`src/rtl/alu_pkg.sv`:
```
// rtl/alu_pkg.sv - shared ALU opcodes, issue FSM states and flag-register bit positions
package alu_pkg;

    localparam logic [5:0] OP_FRCPY  = 6'b000110;
    localparam logic [5:0] OP_ADD    = 6'b100000;
    localparam logic [5:0] OP_SUB    = 6'b100001;
    localparam logic [5:0] OP_MUL    = 6'b100010;
    localparam logic [5:0] OP_DIV    = 6'b100011;
    localparam logic [5:0] OP_MOD    = 6'b100101;
    localparam logic [5:0] OP_INCDEC = 6'b100100;
    localparam logic [5:0] OP_CMP    = 6'b010110;
    localparam logic [5:0] OP_AND    = 6'b010010;
    localparam logic [5:0] OP_OR     = 6'b010011;
    localparam logic [5:0] OP_XOR    = 6'b010100;
    localparam logic [5:0] OP_NOT    = 6'b010101;
    localparam logic [5:0] OP_SHIFT  = 6'b010000;
    localparam logic [5:0] OP_ADD32  = 6'b011101;

    // Stage-count and stage-counter width; wide enough for any sane latency parameter.
    localparam int LAT_W = 4;

    localparam int FR_NEG    = 6;
    localparam int FR_CARRY  = 11;
    localparam int FR_OVF    = 12;
    localparam int FR_CMP_EQ = 13;
    localparam int FR_CMP_LT = 14;
    localparam int FR_CMP_GT = 15;

    typedef enum logic [2:0] {
        ST_FLUSH   = 3'd0,
        ST_GAP     = 3'd1,
        ST_IDLE    = 3'd2,
        ST_ISSUE   = 3'd3,
        ST_CAPTURE = 3'd4,
        ST_RESP    = 3'd5
    } state_t;

endpackage

```
`src/rtl/alu_issue_ctrl_if.sv`:
```
// rtl/alu_issue_ctrl_if.sv - request/response handshake bundle between execute FSM and ALU issue control
interface alu_issue_ctrl_if #(
    parameter int DATA_W = 32
);
    logic              req_valid;
    logic              req_ready;
    logic [5:0]        req_opcode;
    logic [DATA_W-1:0] req_a;
    logic [DATA_W-1:0] req_b;
    logic              req_use_carry;
    logic [2:0]        req_shift_flag;
    logic              req_dec;
    logic [15:0]       req_fr;

    logic              rsp_valid;
    logic              rsp_ready;
    logic [DATA_W-1:0] rsp_result;
    logic [15:0]       rsp_fr;
    logic              rsp_err;

    modport master (
        output req_valid, req_opcode, req_a, req_b, req_use_carry, req_shift_flag, req_dec, req_fr,
        output rsp_ready,
        input  req_ready,
        input  rsp_valid, rsp_result, rsp_fr, rsp_err
    );

    modport slave (
        input  req_valid, req_opcode, req_a, req_b, req_use_carry, req_shift_flag, req_dec, req_fr,
        input  rsp_ready,
        output req_ready,
        output rsp_valid, rsp_result, rsp_fr, rsp_err
    );
endinterface

```
`src/rtl/alu_lat_lut.sv`:
```
// rtl/alu_lat_lut.sv - combinational opcode to {known, ALU stage count} lookup
module alu_lat_lut
    import alu_pkg::*;
#(
    parameter int LAT_SHORT = 1,
    parameter int LAT_MED   = 2,
    parameter int LAT_LONG  = 3
) (
    input  logic [5:0]       opcode,
    output logic             known,
    output logic [LAT_W-1:0] lat
);

    always_comb begin
        known = 1'b1;
        lat   = '0;
        case (opcode)
            OP_FRCPY, OP_INCDEC, OP_CMP, OP_SHIFT:
                lat = LAT_W'(LAT_SHORT);
            OP_ADD, OP_MUL, OP_DIV, OP_MOD, OP_AND, OP_OR, OP_XOR, OP_NOT, OP_ADD32:
                lat = LAT_W'(LAT_MED);
            OP_SUB:
                lat = LAT_W'(LAT_LONG);
            default: begin
                known = 1'b0;
                lat   = '0;
            end
        endcase
    end

endmodule

```
`src/rtl/alu_issue_ctrl.sv`:
```
// rtl/alu_issue_ctrl.sv - ALU issue controller: post-reset stage flush, enable sequencing, result capture.
// Optional ALU_ISSUE_PERF_EN adds perf_ops / perf_busy counters.
module alu_issue_ctrl
    import alu_pkg::*;
#(
    parameter int DATA_W       = 32,
    parameter int LAT_SHORT    = 1,
    parameter int LAT_MED      = 2,
    parameter int LAT_LONG     = 3,
    parameter int FLUSH_CYCLES = 260
) (
    input  logic              wire_clock,
    input  logic              wire_reset,
    alu_issue_ctrl_if.slave   bus,
    output logic              alu_enable,
    output logic [5:0]        alu_opcode,
    output logic [DATA_W-1:0] alu_m3,
    output logic [DATA_W-1:0] alu_m4,
    output logic [15:0]       alu_fr_in,
    output logic              alu_use_carry,
    output logic [2:0]        alu_shift_flag,
    output logic              alu_dec,
    input  logic [DATA_W-1:0] alu_m2,
    input  logic [15:0]       alu_fr_out,
    output logic              busy
`ifdef ALU_ISSUE_PERF_EN
    ,
    output logic [31:0]       perf_ops,
    output logic [31:0]       perf_busy
`endif
);

    localparam int FLUSH_W = $clog2(FLUSH_CYCLES + 1);

    state_t            state_q;
    state_t            state_d;
    logic [FLUSH_W-1:0] flush_cnt_q;
    logic [LAT_W-1:0]  iss_cnt_q;
    logic [LAT_W-1:0]  lat_q;
    logic              lut_known;
    logic [LAT_W-1:0]  lut_lat;
    logic              req_fire;
    logic              rsp_fire;
    logic [DATA_W-1:0] rsp_result_q;
    logic [15:0]       rsp_fr_q;
    logic              rsp_err_q;

    alu_lat_lut #(
        .LAT_SHORT (LAT_SHORT),
        .LAT_MED   (LAT_MED),
        .LAT_LONG  (LAT_LONG)
    ) u_lat_lut (
        .opcode (bus.req_opcode),
        .known  (lut_known),
        .lat    (lut_lat)
    );

    assign req_fire = (state_q == ST_IDLE) && bus.req_valid;
    assign rsp_fire = (state_q == ST_RESP) && bus.rsp_ready;

    always_ff @(posedge wire_clock) begin
        if (wire_reset) begin
            state_q <= ST_FLUSH;
        end else begin
            state_q <= state_d;
        end
    end

    always_comb begin
        state_d = state_q;
        case (state_q)
            ST_FLUSH:   if (flush_cnt_q == FLUSH_W'(FLUSH_CYCLES - 1)) state_d = ST_GAP;
            ST_GAP:     state_d = ST_IDLE;
            ST_IDLE:    if (req_fire) state_d = lut_known ? ST_ISSUE : ST_RESP;
            ST_ISSUE:   if (iss_cnt_q == lat_q) state_d = ST_CAPTURE;
            ST_CAPTURE: state_d = ST_RESP;
            ST_RESP:    if (bus.rsp_ready) state_d = ST_IDLE;
            default:    state_d = ST_FLUSH;
        endcase
    end

    // Enable is high through the flush and for L+1 issue cycles; low everywhere else.
    always_comb begin
        bus.req_ready = (state_q == ST_IDLE);
        bus.rsp_valid = (state_q == ST_RESP);
        alu_enable    = (state_q == ST_FLUSH) || (state_q == ST_ISSUE);
        busy          = (state_q != ST_IDLE);
    end

    always_ff @(posedge wire_clock) begin
        if (wire_reset) begin
            flush_cnt_q    <= '0;
            iss_cnt_q      <= '0;
            lat_q          <= '0;
            alu_opcode     <= OP_FRCPY;
            alu_m3         <= '0;
            alu_m4         <= '0;
            alu_fr_in      <= '0;
            alu_use_carry  <= 1'b0;
            alu_shift_flag <= '0;
            alu_dec        <= 1'b0;
            rsp_result_q   <= '0;
            rsp_fr_q       <= '0;
            rsp_err_q      <= 1'b0;
        end else begin
            flush_cnt_q <= (state_q == ST_FLUSH) ? flush_cnt_q + 1'b1 : '0;

            if (req_fire) begin
                alu_opcode     <= bus.req_opcode;
                alu_m3         <= bus.req_a;
                alu_m4         <= bus.req_b;
                alu_fr_in      <= bus.req_fr;
                alu_use_carry  <= bus.req_use_carry;
                alu_shift_flag <= bus.req_shift_flag;
                alu_dec        <= bus.req_dec;
                lat_q          <= lut_lat;
                iss_cnt_q      <= '0;
                // Unsupported opcodes answer straight away with the caller's flags untouched.
                if (!lut_known) begin
                    rsp_result_q <= '0;
                    rsp_fr_q     <= bus.req_fr;
                    rsp_err_q    <= 1'b1;
                end
            end

            if (state_q == ST_ISSUE) begin
                iss_cnt_q <= iss_cnt_q + 1'b1;
            end

            if (state_q == ST_CAPTURE) begin
                rsp_result_q <= alu_m2;
                rsp_fr_q     <= alu_fr_out;
                rsp_err_q    <= 1'b0;
            end
        end
    end

    assign bus.rsp_result = rsp_result_q;
    assign bus.rsp_fr     = rsp_fr_q;
    assign bus.rsp_err    = rsp_err_q;

`ifdef ALU_ISSUE_PERF_EN
    always_ff @(posedge wire_clock) begin
        if (wire_reset) begin
            perf_ops  <= '0;
            perf_busy <= '0;
        end else begin
            if (rsp_fire) begin
                perf_ops <= perf_ops + 32'd1;
            end
            if ((state_q == ST_ISSUE) || (state_q == ST_CAPTURE) || (state_q == ST_RESP)) begin
                perf_busy <= perf_busy + 32'd1;
            end
        end
    end
`else
    logic unused_rsp_fire;
    assign unused_rsp_fire = rsp_fire;
`endif

endmodule

```
`src/flat_wrapper.sv`:
```
// flat-port wrapper written by rule: the top's interface ports become plain ports
module alu_issue_ctrl_flat import alu_pkg::*;
#(
    parameter int DATA_W       = 32,
    parameter int LAT_SHORT    = 1,
    parameter int LAT_MED      = 2,
    parameter int LAT_LONG     = 3,
    parameter int FLUSH_CYCLES = 260
)
  (wire_clock, wire_reset, alu_enable, alu_opcode, alu_m3, alu_m4, alu_fr_in, alu_use_carry, alu_shift_flag, alu_dec, alu_m2, alu_fr_out, busy, bus_req_valid, bus_req_opcode, bus_req_a, bus_req_b, bus_req_use_carry, bus_req_shift_flag, bus_req_dec, bus_req_fr, bus_rsp_ready, bus_req_ready, bus_rsp_valid, bus_rsp_result, bus_rsp_fr, bus_rsp_err);
  alu_issue_ctrl_if #(.DATA_W(DATA_W)) bus_i ();
  input  logic wire_clock;
  input  logic wire_reset;
  output logic alu_enable;
  output logic [5:0] alu_opcode;
  output logic [DATA_W-1:0] alu_m3;
  output logic [DATA_W-1:0] alu_m4;
  output logic [15:0] alu_fr_in;
  output logic alu_use_carry;
  output logic [2:0] alu_shift_flag;
  output logic alu_dec;
  input  logic [DATA_W-1:0] alu_m2;
  input  logic [15:0] alu_fr_out;
  output logic busy;
  input wire logic [$bits(bus_i.req_valid)-1:0] bus_req_valid;
  input wire logic [$bits(bus_i.req_opcode)-1:0] bus_req_opcode;
  input wire logic [$bits(bus_i.req_a)-1:0] bus_req_a;
  input wire logic [$bits(bus_i.req_b)-1:0] bus_req_b;
  input wire logic [$bits(bus_i.req_use_carry)-1:0] bus_req_use_carry;
  input wire logic [$bits(bus_i.req_shift_flag)-1:0] bus_req_shift_flag;
  input wire logic [$bits(bus_i.req_dec)-1:0] bus_req_dec;
  input wire logic [$bits(bus_i.req_fr)-1:0] bus_req_fr;
  input wire logic [$bits(bus_i.rsp_ready)-1:0] bus_rsp_ready;
  output wire logic [$bits(bus_i.req_ready)-1:0] bus_req_ready;
  output wire logic [$bits(bus_i.rsp_valid)-1:0] bus_rsp_valid;
  output wire logic [$bits(bus_i.rsp_result)-1:0] bus_rsp_result;
  output wire logic [$bits(bus_i.rsp_fr)-1:0] bus_rsp_fr;
  output wire logic [$bits(bus_i.rsp_err)-1:0] bus_rsp_err;
  assign bus_i.req_valid = bus_req_valid;
  assign bus_i.req_opcode = bus_req_opcode;
  assign bus_i.req_a = bus_req_a;
  assign bus_i.req_b = bus_req_b;
  assign bus_i.req_use_carry = bus_req_use_carry;
  assign bus_i.req_shift_flag = bus_req_shift_flag;
  assign bus_i.req_dec = bus_req_dec;
  assign bus_i.req_fr = bus_req_fr;
  assign bus_i.rsp_ready = bus_rsp_ready;
  assign bus_req_ready = bus_i.req_ready;
  assign bus_rsp_valid = bus_i.rsp_valid;
  assign bus_rsp_result = bus_i.rsp_result;
  assign bus_rsp_fr = bus_i.rsp_fr;
  assign bus_rsp_err = bus_i.rsp_err;
  alu_issue_ctrl #(.DATA_W(DATA_W), .LAT_SHORT(LAT_SHORT), .LAT_MED(LAT_MED), .LAT_LONG(LAT_LONG), .FLUSH_CYCLES(FLUSH_CYCLES)) u_core (.wire_clock(wire_clock), .wire_reset(wire_reset), .bus(bus_i), .alu_enable(alu_enable), .alu_opcode(alu_opcode), .alu_m3(alu_m3), .alu_m4(alu_m4), .alu_fr_in(alu_fr_in), .alu_use_carry(alu_use_carry), .alu_shift_flag(alu_shift_flag), .alu_dec(alu_dec), .alu_m2(alu_m2), .alu_fr_out(alu_fr_out), .busy(busy));
endmodule
```
`config.mk`:
```
export PLATFORM = sky130hd
export DESIGN_NAME = alu_issue_ctrl_flat
export DESIGN_NICKNAME = d
export VERILOG_FILES = /design/src/rtl/alu_pkg.sv /design/src/rtl/alu_issue_ctrl_if.sv /design/src/rtl/alu_lat_lut.sv /design/src/rtl/alu_issue_ctrl.sv /design/src/flat_wrapper.sv
export SDC_FILE = /design/constraint.sdc
export NUM_CORES = 1
export LEC_CHECK = 0
export CAP_MARGIN = 30
export CORE_MARGIN = 2
export CORE_UTILIZATION = 36
export DETAILED_ROUTE_END_ITERATION = 6
export PLACE_DENSITY = 0.86
export SKIP_LAST_GASP = 1
export SLEW_MARGIN = 25
export SYNTH_ARGS = -nofsm -noshare
export SYNTH_HDL_FRONTEND = slang
export SYNTH_SLANG_ARGS = --single-unit
export TNS_END_PERCENT = 30
```
`constraint.sdc`:
```
create_clock -name wire_clock -period 1.7 [get_ports wire_clock]
set_input_delay 0.425 -clock wire_clock [delete_from_list [all_inputs] [get_ports wire_clock]]
set_output_delay 0.425 -clock wire_clock [all_outputs]
set_load 0.01 [all_outputs]
```
==> results of run 1 <==
[worst reg2reg max path: stages (launching register included)]
cell                        delay, ns
sky130_fd_sc_hd__dfxtp_4         0.36
sky130_fd_sc_hd__or3b_4          0.41
sky130_fd_sc_hd__clkinv_4        0.07
sky130_fd_sc_hd__buf_6           0.11
sky130_fd_sc_hd__and2_4          0.25
sky130_fd_sc_hd__buf_12          0.16
sky130_fd_sc_hd__clkbuf_16       0.18
sky130_fd_sc_hd__nand2_4         0.06
sky130_fd_sc_hd__a21oi_2         0.15
[placed cells by master (no fill, tap or decap), types with 3 or more instances in the layout]
| master | instances |
|---|---|
| sky130_fd_sc_hd__a21oi_1 | 68 |
| sky130_fd_sc_hd__dlymetal6s2s_1 | 14 |
| sky130_fd_sc_hd__dlygate4sd2_1 | 15 |
| sky130_fd_sc_hd__nand2_2 | 6 |
| sky130_fd_sc_hd__nand3b_1 | 5 |
| sky130_fd_sc_hd__buf_6 | 6 |
| sky130_fd_sc_hd__nor3_1 | 3 |
| sky130_fd_sc_hd__inv_6 | 4 |
| sky130_fd_sc_hd__buf_4 | 26 |
| sky130_fd_sc_hd__nor2_1 | 20 |
| sky130_fd_sc_hd__nand2_4 | 26 |
| sky130_fd_sc_hd__a22o_1 | 32 |
| sky130_fd_sc_hd__nand2_1 | 177 |
| sky130_fd_sc_hd__inv_1 | 21 |
| sky130_fd_sc_hd__xnor2_1 | 7 |
| sky130_fd_sc_hd__and3_1 | 3 |
| sky130_fd_sc_hd__o221ai_2 | 16 |
| sky130_fd_sc_hd__clkinv_4 | 5 |
| sky130_fd_sc_hd__clkdlybuf4s50_1 | 252 |
| sky130_fd_sc_hd__o21a_4 | 3 |
| sky130_fd_sc_hd__buf_16 | 4 |
| sky130_fd_sc_hd__clkbuf_16 | 22 |
| sky130_fd_sc_hd__dfxtp_1 | 156 |
| sky130_fd_sc_hd__buf_12 | 11 |
| sky130_fd_sc_hd__xor2_1 | 5 |
| sky130_fd_sc_hd__nand3_1 | 6 |
| sky130_fd_sc_hd__a21oi_2 | 30 |
[report_power, final]
| part | switching (mW) | internal, mW | total, mW |
|---|---|---|---|
| sequential | 0.226 | 4.09 | 4.32 |
| clock | 1.63 | 2.08 | 3.71 |
| combinational | 1.69 | 1.87 | 3.56 |
| total | 3.54 | 8.05 | 11.6 |
[cell families after synthesis]
group	count (synthesis)
simple gates	266
compound gates	161
flops	158
buf+inv	70
xor+xnor	12
fa+ha+maj	2
mux	1
[path summary, 6_finish.rpt]
check | from | endpoint | slack [ns] | cells past startpoint
setup / recovery | u_core.state_q[2] | u_core.alu_m3[9] | -0.13 | 8
setup reg to reg | u_core.state_q[2] | u_core.alu_m3[9] | -0.13 | 8
hold reg to reg | u_core.alu_m3[0] | u_core.alu_m3[0] | 0.45 | 2
hold / removal | wire_reset | u_core.bus.rsp_err | 0.37 | 3
[flip-flops by register name, summed over array words and instances, names as in the netlist, 3 cells and up]
name                   flops
u_core.alu_m4             32
u_core.alu_opcode          6
u_core.bus.rsp_fr         16
u_core.iss_cnt_q           4
u_core.alu_m3             32
u_core.bus.rsp_result     32
u_core.alu_shift_flag      3
u_core.flush_cnt_q         9
u_core.state_q             3
u_core.alu_fr_in          16
[layer usage]
metal | vias to the layer above | track usage
met3 | 37 | 0.06270
met4 | 0 | 0.07635
met1 | 2881 | 0.2392
met5 | - | 0
met2 | 241 | 0.3581
li1 | 2863 | -
[per-stage QoR]
step	TNS [ns]	power, mW	std cells	hold slack [ns]	setup WS [ns]
global route	-21.11	12.07	1207	0.3761	-0.1907
CTS	-9.540	11.11	1196	0.3275	-0.1110
finish	-7.515	11.59	1207	0.3671	-0.1316
global placement	-25.20	7.109	1157	0.4402	-0.4844
floorplan	0	5.661	670	0.4299	0.0008401
detailed placement	-29.86	7.175	1157	0.4459	-0.5486
[final cells by class]
class / count / area share
Tap cell: 216 / 0.02582
Inverter: 22 / 0.008368
Sequential cell: 158 / 0.3027
Clock buffer: 18 / 0.04196
Timing Repair Buffer: 335 / 0.3408
Antenna cell: 1 / 0.0002391
Multi-Input combinational cell: 444 / 0.2675
Clock inverter: 13 / 0.01255
[what timing repair did]
action / 4_1_cts / 5_1_grt
gates resized for setup: 46 / 135
gates cloned: 5 / 6
setup endpoints to repair: 281 / 276
endpoints found under the hold margin: 0 / 0
pin swaps: 4 / 61
buffers inserted: 3 / 4
==> impl_results.html, run 1 <==
<table>
<tr><th>Metric</th><th>Value</th></tr>
<tr><th colspan="2">Outcome</th></tr>
<tr><td>Outcome</td><td>finished, violations left</td></tr>
<tr><td>Violations in the final reports</td><td>negative setup slack</td></tr>
<tr><th colspan="2">Synthesis</th></tr>
<tr><td>Mapped Nets</td><td>roughly 800</td></tr>
<tr><td>Commonest register cell after synthesis</td><td>sky130_fd_sc_hd__dfxtp_1</td></tr>
<tr><td>Async set-reset flop share out of synthesis</td><td>0</td></tr>
<tr><td>Cell types occupying the most area after synthesis</td><td>sky130_fd_sc_hd__dfxtp_1 55%, sky130_fd_sc_hd__nand2_1 14%, sky130_fd_sc_hd__a21oi_1 8.5%</td></tr>
<tr><td>Compound-cell area share of the yosys netlist</td><td>0.1777</td></tr>
<tr><td>Post-Synth Adder-Cell Area</td><td>0.004314</td></tr>
<tr><td>Most common cell in the netlist</td><td>sky130_fd_sc_hd__nand2_1</td></tr>
<tr><td>Distinct cell type count after synthesis</td><td>45</td></tr>
<tr><td>Xor and xnor fraction of the mapped netlist area</td><td>0.01812</td></tr>
<tr><td>Post-synthesis average cell area</td><td>about 8.7 um2</td></tr>
<tr><td>Simple-Gate Fraction of Synth Area</td><td>0.1890</td></tr>
<tr><td>Yosys Warn Count</td><td>0</td></tr>
<tr><td>Sequential-to-total area share from yosys stat</td><td>0.5453</td></tr>
<tr><td>Post-Syn Area</td><td>around 5800 um2</td></tr>
<tr><td>Count of flip-flops with a built-in enable after synthesis</td><td>0</td></tr>
<tr><td>Synth area leader</td><td>sky130_fd_sc_hd__dfxtp_1</td></tr>
<tr><td>Combinational family with the most area after synthesis</td><td>simple AND/OR/NAND/NOR gates</td></tr>
<tr><td>#FFs+latches synth</td><td>approximately 160</td></tr>
<tr><td>Commonest cells in the synthesized netlist</td><td>209 x sky130_fd_sc_hd__nand2_1, 158 x sky130_fd_sc_hd__dfxtp_1, 98 x sky130_fd_sc_hd__a21oi_1, 32 x sky130_fd_sc_hd__a22o_1, 23 x sky130_fd_sc_hd__nor2_1</td></tr>
<tr><td>Post-synthesis mux area share</td><td>0.001726</td></tr>
<tr><td>Syn Inst Count</td><td>between 600 and 700</td></tr>
<tr><td>Top cell type's share of synthesized area</td><td>0.5453</td></tr>
<tr><th colspan="2">Die</th></tr>
<tr><td>Starting Density</td><td>0.3665</td></tr>
<tr><td>Area of the die</td><td>around 17000 um2</td></tr>
<tr><td>Count of standard-cell rows</td><td>46</td></tr>
<tr><td>Vertical die dimension</td><td>roughly 130 um</td></tr>
<tr><td>Top Ports</td><td>287</td></tr>
<tr><td>X dimension of the die</td><td>roughly 130 um</td></tr>
<tr><td>Core Footprint</td><td>approximately 16000 um2</td></tr>
<tr><th colspan="2">STA</th></tr>
<tr><td>Max-slew violation count</td><td>0</td></tr>
<tr><td>Setup repair after global routing missed its margin</td><td>yes</td></tr>
<tr><td>Fin Clk Skew</td><td>0.008334 ns</td></tr>
<tr><td>Slack of the critical path</td><td>-0.1316 ns</td></tr>
<tr><td>Fmax</td><td>546.0 MHz</td></tr>
<tr><td>Actual slew at the worst max-slew pin</td><td>just over 0.5 ns</td></tr>
<tr><td>Final setup violation count</td><td>approximately 210</td></tr>
<tr><td>Count of final hold-check violations</td><td>0</td></tr>
<tr><td>Worst slew margin relative to its limit</td><td>0.6620</td></tr>
<tr><td>Final worst path period share</td><td>1.077</td></tr>
<tr><td>Min Clock Period, post-route</td><td>approximately 1.8 ns</td></tr>
<tr><th colspan="2">Worst setup path</th></tr>
<tr><td>Crit-path cells</td><td>or3b_4 -&gt; clkinv_4 -&gt; buf_6 -&gt; and2_4 -&gt; buf_12 -&gt; clkbuf_16 -&gt; nand2_4 -&gt; a21oi_2</td></tr>
<tr><td>CP max stage delay</td><td>0.41 ns</td></tr>
<tr><td>Sum of buffers and inverters on the critical path</td><td>4</td></tr>
<tr><td>Kind of critical path</td><td>flop to flop</td></tr>
<tr><td>Endpoint kind of the worst setup timing path</td><td>flop</td></tr>
<tr><td>Kind of start point of the critical path</td><td>flop</td></tr>
<tr><td>Worst EP required</td><td>between 2 and 2.5 ns</td></tr>
<tr><td>Data arrival at the endpoint of the critical path</td><td>around 2.2 ns</td></tr>
<tr><td>Top fanout value on the critical path</td><td>8</td></tr>
<tr><td>Top Family by Delay on Critical Path</td><td>simple AND/OR/NAND/NOR gates</td></tr>
<tr><td>Slowest library cell on the worst path</td><td>sky130_fd_sc_hd__or3b_4</td></tr>
<tr><th colspan="2">Clock network</th></tr>
<tr><td>Number of buffers added to fix hold violations after cts</td><td>0</td></tr>
<tr><td>Clock tree root buffer cell</td><td>sky130_fd_sc_hd__clkbuf_16</td></tr>
<tr><td>Clock tree from TritonCTS</td><td>done</td></tr>
<tr><td>Clk Latency, worst-skew pair</td><td>0.42 ns</td></tr>
<tr><td>Number of sinks driven by the clock tree</td><td>around 160</td></tr>
<tr><td>Clock transition at path regs</td><td>roughly 0.070 ns</td></tr>
<tr><td>Number of buffers inserted during clock tree synthesis</td><td>17</td></tr>
<tr><td>Bufs on Longest Clock Path</td><td>2</td></tr>
<tr><td>H-tree depth reported by CTS</td><td>4</td></tr>
<tr><th colspan="2">Detailed routing</th></tr>
<tr><td>Drt initial violations</td><td>around 250</td></tr>
<tr><td>Number of iterations in the first detailed-routing pass</td><td>4</td></tr>
<tr><td># DRC</td><td>0</td></tr>
<tr><td>Total wire length after detailed routing</td><td>between 20000 and 25000 um</td></tr>
<tr><td>Total routed wire length on the met1 layer</td><td>a little over 8000 um</td></tr>
<tr><td>Wire length per cell</td><td>17.21 um</td></tr>
<tr><td>Total via count after detailed routing</td><td>6022</td></tr>
<tr><td>Detail Route Antenna Nets</td><td>0</td></tr>
<tr><td>Met2 WL</td><td>roughly 11000 um</td></tr>
<tr><td>Met3 wire len</td><td>1444 um</td></tr>
<tr><td>Top Layer Used</td><td>met4</td></tr>
<tr><td>Number of vias per cell after detailed routing</td><td>4.989</td></tr>
<tr><th colspan="2">Global routing</th></tr>
<tr><td>Pin count of the biggest net entering global routing</td><td>between 80 and 90</td></tr>
<tr><td>Via count of the first global-routing pass</td><td>between 5000 and 6000</td></tr>
<tr><td>GR Overflow Total</td><td>0</td></tr>
<tr><td>Wire length of the first global-routing pass</td><td>27410 um</td></tr>
<tr><td>Initial antenna violation count</td><td>1</td></tr>
<tr><td>GR Util All Layers</td><td>0.2059</td></tr>
<tr><th colspan="2">Worst hold path</th></tr>
<tr><td>Worst hold path type</td><td>input port to flop</td></tr>
<tr><th colspan="2">Place</th></tr>
<tr><td>Post-placement cell area</td><td>9016 um2</td></tr>
<tr><td>Routability congestion estimate from global placement</td><td>0.8239</td></tr>
<tr><td>DP Wirelength</td><td>12680 um</td></tr>
<tr><td>Total of buffers placed on input and output ports</td><td>roughly 290</td></tr>
<tr><th colspan="2">Run</th></tr>
<tr><td>Max-cap violations</td><td>0</td></tr>
<tr><th colspan="2">Layout</th></tr>
<tr><td>Core occupancy in the finished layout</td><td>0.6613</td></tr>
<tr><td>Storage element area</td><td>around 3200 um2</td></tr>
<tr><td>Count of fill cells added during filler insertion</td><td>roughly 1200</td></tr>
<tr><td>Growth of design area from synthesis to finish</td><td>80.44%</td></tr>
<tr><td>Fraction of final layout cells with drive strength greater than 1</td><td>0.1899</td></tr>
<tr><td>Multi-input combinational cell area</td><td>between 2000 and 3000 um2</td></tr>
<tr><td>Final nets</td><td>1123</td></tr>
<tr><td>Design area</td><td>around 10000 um2</td></tr>
<tr><th colspan="2">Pwr</th></tr>
<tr><td>Power density over the cells</td><td>1107 nW/um2</td></tr>
<tr><td>Worst VDD drop</td><td>~0.00072 V</td></tr>
<tr><td>Lkg Pwr</td><td>~4.2 nW</td></tr>
</table>
Note: power is estimated with default switching activity, not from simulation.
==> inputs of run 2 (changes only) <==
--- a/config.mk
+++ b/config.mk
@@ -10,6 +10,7 @@
 export CORE_UTILIZATION = 36
 export DETAILED_ROUTE_END_ITERATION = 6
 export PLACE_DENSITY = 0.86
+export RECOVER_POWER = 100
 export SKIP_LAST_GASP = 1
 export SLEW_MARGIN = 25
 export SYNTH_ARGS = -nofsm -noshare
==> run 2 against run 1 <==
Compared with the run above:
- the flow still finishes with violations (negative setup slack)
- via count decreased by 0.25%
- total power decreased by 0.21%
- register-to-register slack about the same
- critical endpoint unchanged
- largest cell class unchanged
==> impl_results.html, run 2 (synthesized netlist as in run 1, its figures left out) <==
<table>
<tr><th>Metric</th><th>Value</th></tr>
<tr><th colspan="2">Outcome</th></tr>
<tr><td>Outcome</td><td>finished, violations left</td></tr>
<tr><td>Violations in the final reports</td><td>negative setup slack</td></tr>
<tr><th colspan="2">Clock network</th></tr>
<tr><td>Number of sinks driven by the clock tree</td><td>158</td></tr>
<tr><td>H-tree depth reported by CTS</td><td>4</td></tr>
<tr><td>Clock tree root buffer cell</td><td>sky130_fd_sc_hd__clkbuf_16</td></tr>
<tr><td>Clock tree from TritonCTS</td><td>done</td></tr>
<tr><td>Clk Latency, worst-skew pair</td><td>between 0.4 and 0.5 ns</td></tr>
<tr><td>Bufs on Longest Clock Path</td><td>2</td></tr>
<tr><td>Number of buffers inserted during clock tree synthesis</td><td>17</td></tr>
<tr><td>Clock transition at path regs</td><td>0.07 ns</td></tr>
<tr><td>Number of buffers added to fix hold violations after cts</td><td>0</td></tr>
<tr><th colspan="2">Detailed routing</th></tr>
<tr><td>Number of iterations in the first detailed-routing pass</td><td>6</td></tr>
<tr><td>Number of vias per cell after detailed routing</td><td>4.977</td></tr>
<tr><td>Drt initial violations</td><td>~250</td></tr>
<tr><td>Total wire length after detailed routing</td><td>about 21000 um</td></tr>
<tr><td>Total via count after detailed routing</td><td>roughly 6000</td></tr>
<tr><td># DRC</td><td>0</td></tr>
<tr><td>Wire length per cell</td><td>between 15 and 20 um</td></tr>
<tr><td>Detail Route Antenna Nets</td><td>0</td></tr>
<tr><th colspan="2">Global routing</th></tr>
<tr><td>GR Overflow Total</td><td>0</td></tr>
<tr><td>Via count of the first global-routing pass</td><td>roughly 5500</td></tr>
<tr><td>Wire length of the first global-routing pass</td><td>around 27000 um</td></tr>
<tr><td>GR Util All Layers</td><td>0.2059</td></tr>
<tr><td>Pin count of the biggest net entering global routing</td><td>87</td></tr>
<tr><td>Initial antenna violation count</td><td>1</td></tr>
<tr><th colspan="2">Pwr</th></tr>
<tr><td>Power density over the cells</td><td>~1100 nW/um2</td></tr>
<tr><td>Lkg Pwr</td><td>3.891 nW</td></tr>
<tr><td>Worst VDD drop</td><td>just over 0.0007 V</td></tr>
<tr><th colspan="2">Run</th></tr>
<tr><td>Max-cap violations</td><td>0</td></tr>
<tr><th colspan="2">Worst setup path</th></tr>
<tr><td>Kind of start point of the critical path</td><td>flop</td></tr>
<tr><td>Worst EP required</td><td>slightly above 2 ns</td></tr>
<tr><td>Endpoint kind of the worst setup timing path</td><td>flop</td></tr>
<tr><td>Kind of critical path</td><td>flop to flop</td></tr>
<tr><td>Top fanout value on the critical path</td><td>8</td></tr>
<tr><td>Data arrival at the endpoint of the critical path</td><td>2.17 ns</td></tr>
<tr><td>Slowest library cell on the worst path</td><td>sky130_fd_sc_hd__or3b_4</td></tr>
<tr><td>CP max stage delay</td><td>around 0.44 ns</td></tr>
<tr><td>Crit-path cells</td><td>or3b_4 -&gt; clkinv_4 -&gt; buf_6 -&gt; and2_4 -&gt; buf_12 -&gt; clkbuf_16 -&gt; nand2_4 -&gt; a21oi_2</td></tr>
<tr><th colspan="2">Layout</th></tr>
<tr><td>Most common cell after layout, fill and taps aside</td><td>sky130_fd_sc_hd__clkdlybuf4s50_1</td></tr>
<tr><td>Number of cells in the finished layout apart from fillers</td><td>roughly 1200</td></tr>
<tr><td>Fraction of final layout cells with drive strength greater than 1</td><td>0.1889</td></tr>
<tr><td>Final nets</td><td>1123</td></tr>
<tr><td>Growth of design area from synthesis to finish</td><td>78.97%</td></tr>
<tr><td>Count of fill cells added during filler insertion</td><td>1228</td></tr>
<tr><td>Commonest cells after routing, fill and taps aside</td><td>252 x sky130_fd_sc_hd__clkdlybuf4s50_1, 177 x sky130_fd_sc_hd__nand2_1, 156 x sky130_fd_sc_hd__dfxtp_1</td></tr>
<tr><td>Design area</td><td>about 10000 um2</td></tr>
<tr><th colspan="2">Place</th></tr>
<tr><td>Cell count after placement</td><td>between 1000 and 1500</td></tr>
<tr><td>Routability congestion estimate from global placement</td><td>around 0.82</td></tr>
<tr><td>Total of buffers placed on input and output ports</td><td>~290</td></tr>
<tr><td>DP Wirelength</td><td>between 10000 and 15000 um</td></tr>
<tr><td>Post-placement cell area</td><td>about 9000 um2</td></tr>
<tr><th colspan="2">STA</th></tr>
<tr><td>Post-route setup TNS</td><td>-7.571 ns</td></tr>
<tr><td>Fin Clk Skew</td><td>roughly 0.0078 ns</td></tr>
<tr><td>Worst hold margin</td><td>~0.37 ns</td></tr>
<tr><td>Final worst path period share</td><td>1.076</td></tr>
<tr><td>Max-slew violation count</td><td>0</td></tr>
<tr><td>Final setup violation count</td><td>213</td></tr>
<tr><td>Slack of the critical path</td><td>-0.1299 ns</td></tr>
<tr><td>Count of final hold-check violations</td><td>0</td></tr>
<tr><td>Fmax</td><td>between 500 and 600 MHz</td></tr>
<tr><td>Setup repair after global routing missed its margin</td><td>yes</td></tr>
<tr><td>Min Clock Period, post-route</td><td>approximately 1.8 ns</td></tr>
<tr><td>Actual slew at the worst max-slew pin</td><td>around 0.50 ns</td></tr>
<tr><td>Worst slew margin relative to its limit</td><td>0.6640</td></tr>
<tr><th colspan="2">Die</th></tr>
<tr><td>Count of standard-cell rows</td><td>46</td></tr>
<tr><td>Area of the die</td><td>17140 um2</td></tr>
<tr><td>X dimension of the die</td><td>about 130 um</td></tr>
<tr><td>Top Ports</td><td>approximately 290</td></tr>
<tr><td>Vertical die dimension</td><td>about 130 um</td></tr>
<tr><td>Starting Density</td><td>0.3665</td></tr>
<tr><td>Core Footprint</td><td>15830 um2</td></tr>
<tr><th colspan="2">Worst hold path</th></tr>
<tr><td>Worst hold path type</td><td>input port to flop</td></tr>
</table>
-- run 2: final cells by class --
type / instances / area (um2) / share of cell area
Inverter: 22 / 87.58 / 0.008437
Clock inverter: 13 / 131.4 / 0.01266
Antenna cell: 1 / 2.502 / 0.0002411
Timing Repair Buffer: 335 / 3482 / 0.3354
Multi-Input combinational cell: 444 / 2800 / 0.2697
Clock buffer: 18 / 439.2 / 0.04230
Sequential cell: 158 / 3168 / 0.3052
Tap cell: 216 / 270.3 / 0.02603
-- run 2: path summary, 6_finish.rpt --
kind	from	to	slack [ns]	depth (start not counted)
worst max-delay path	u_core.state_q[0]	u_core.alu_m3[9]	-0.13	8
worst min-delay path	wire_reset	u_core.bus.rsp_err	0.37	3
worst max register to register	u_core.state_q[0]	u_core.alu_m3[9]	-0.13	8
worst min register to register	u_core.alu_m3[0]	u_core.alu_m3[0]	0.45	2
-- run 2: report_power, final --
group          leakage, nW  internal (mW)  total, mW  switching (mW)
sequential            1.28           4.09       4.32           0.226
clock                0.276           2.08       3.72            1.63
combinational         2.34           1.85       3.53            1.68
-- run 2: critical path: cells and delay by family, from the launching register on --
kind / cells / cell delay [ns]
buffers and inverters: 4 / 0.51
AND/OR/NAND/NOR: 3 / 0.75
AO/OA/AOI/OAI: 1 / 0.15
flip-flops: 1 / 0.33
-- run 2: per-stage QoR --
step | total power [mW] | worst slack [ns] | util
floorplan | 5.661 | 0.0008401 | -
global placement | 7.109 | -0.4844 | 0.5696
detailed placement | 7.175 | -0.5486 | 0.5696
CTS | 11.11 | -0.1110 | 0.6153
global route | 12.05 | -0.1907 | 0.6559
finish | 11.56 | -0.1299 | 0.6559
-- run 2: repair_timing --
item | in CTS | in global routing
endpoints found under the setup margin | 281 | 276
setup buffers | 3 | 4
hold endpoints to repair | 0 | 0
pin swaps | 4 | 61
cloned | 5 | 6
gates resized for setup | 46 | 135
-- run 2: layer usage --
layer | vias up | routed length [um] | GRT usage
met5 | - | 0 | 0
met4 | 0 | 505 | 0.07635
met3 | 41 | 1406 | 0.06270
met2 | 237 | 10560 | 0.3581
met1 | 2866 | 8261 | 0.2392
li1 | 2863 | - | -
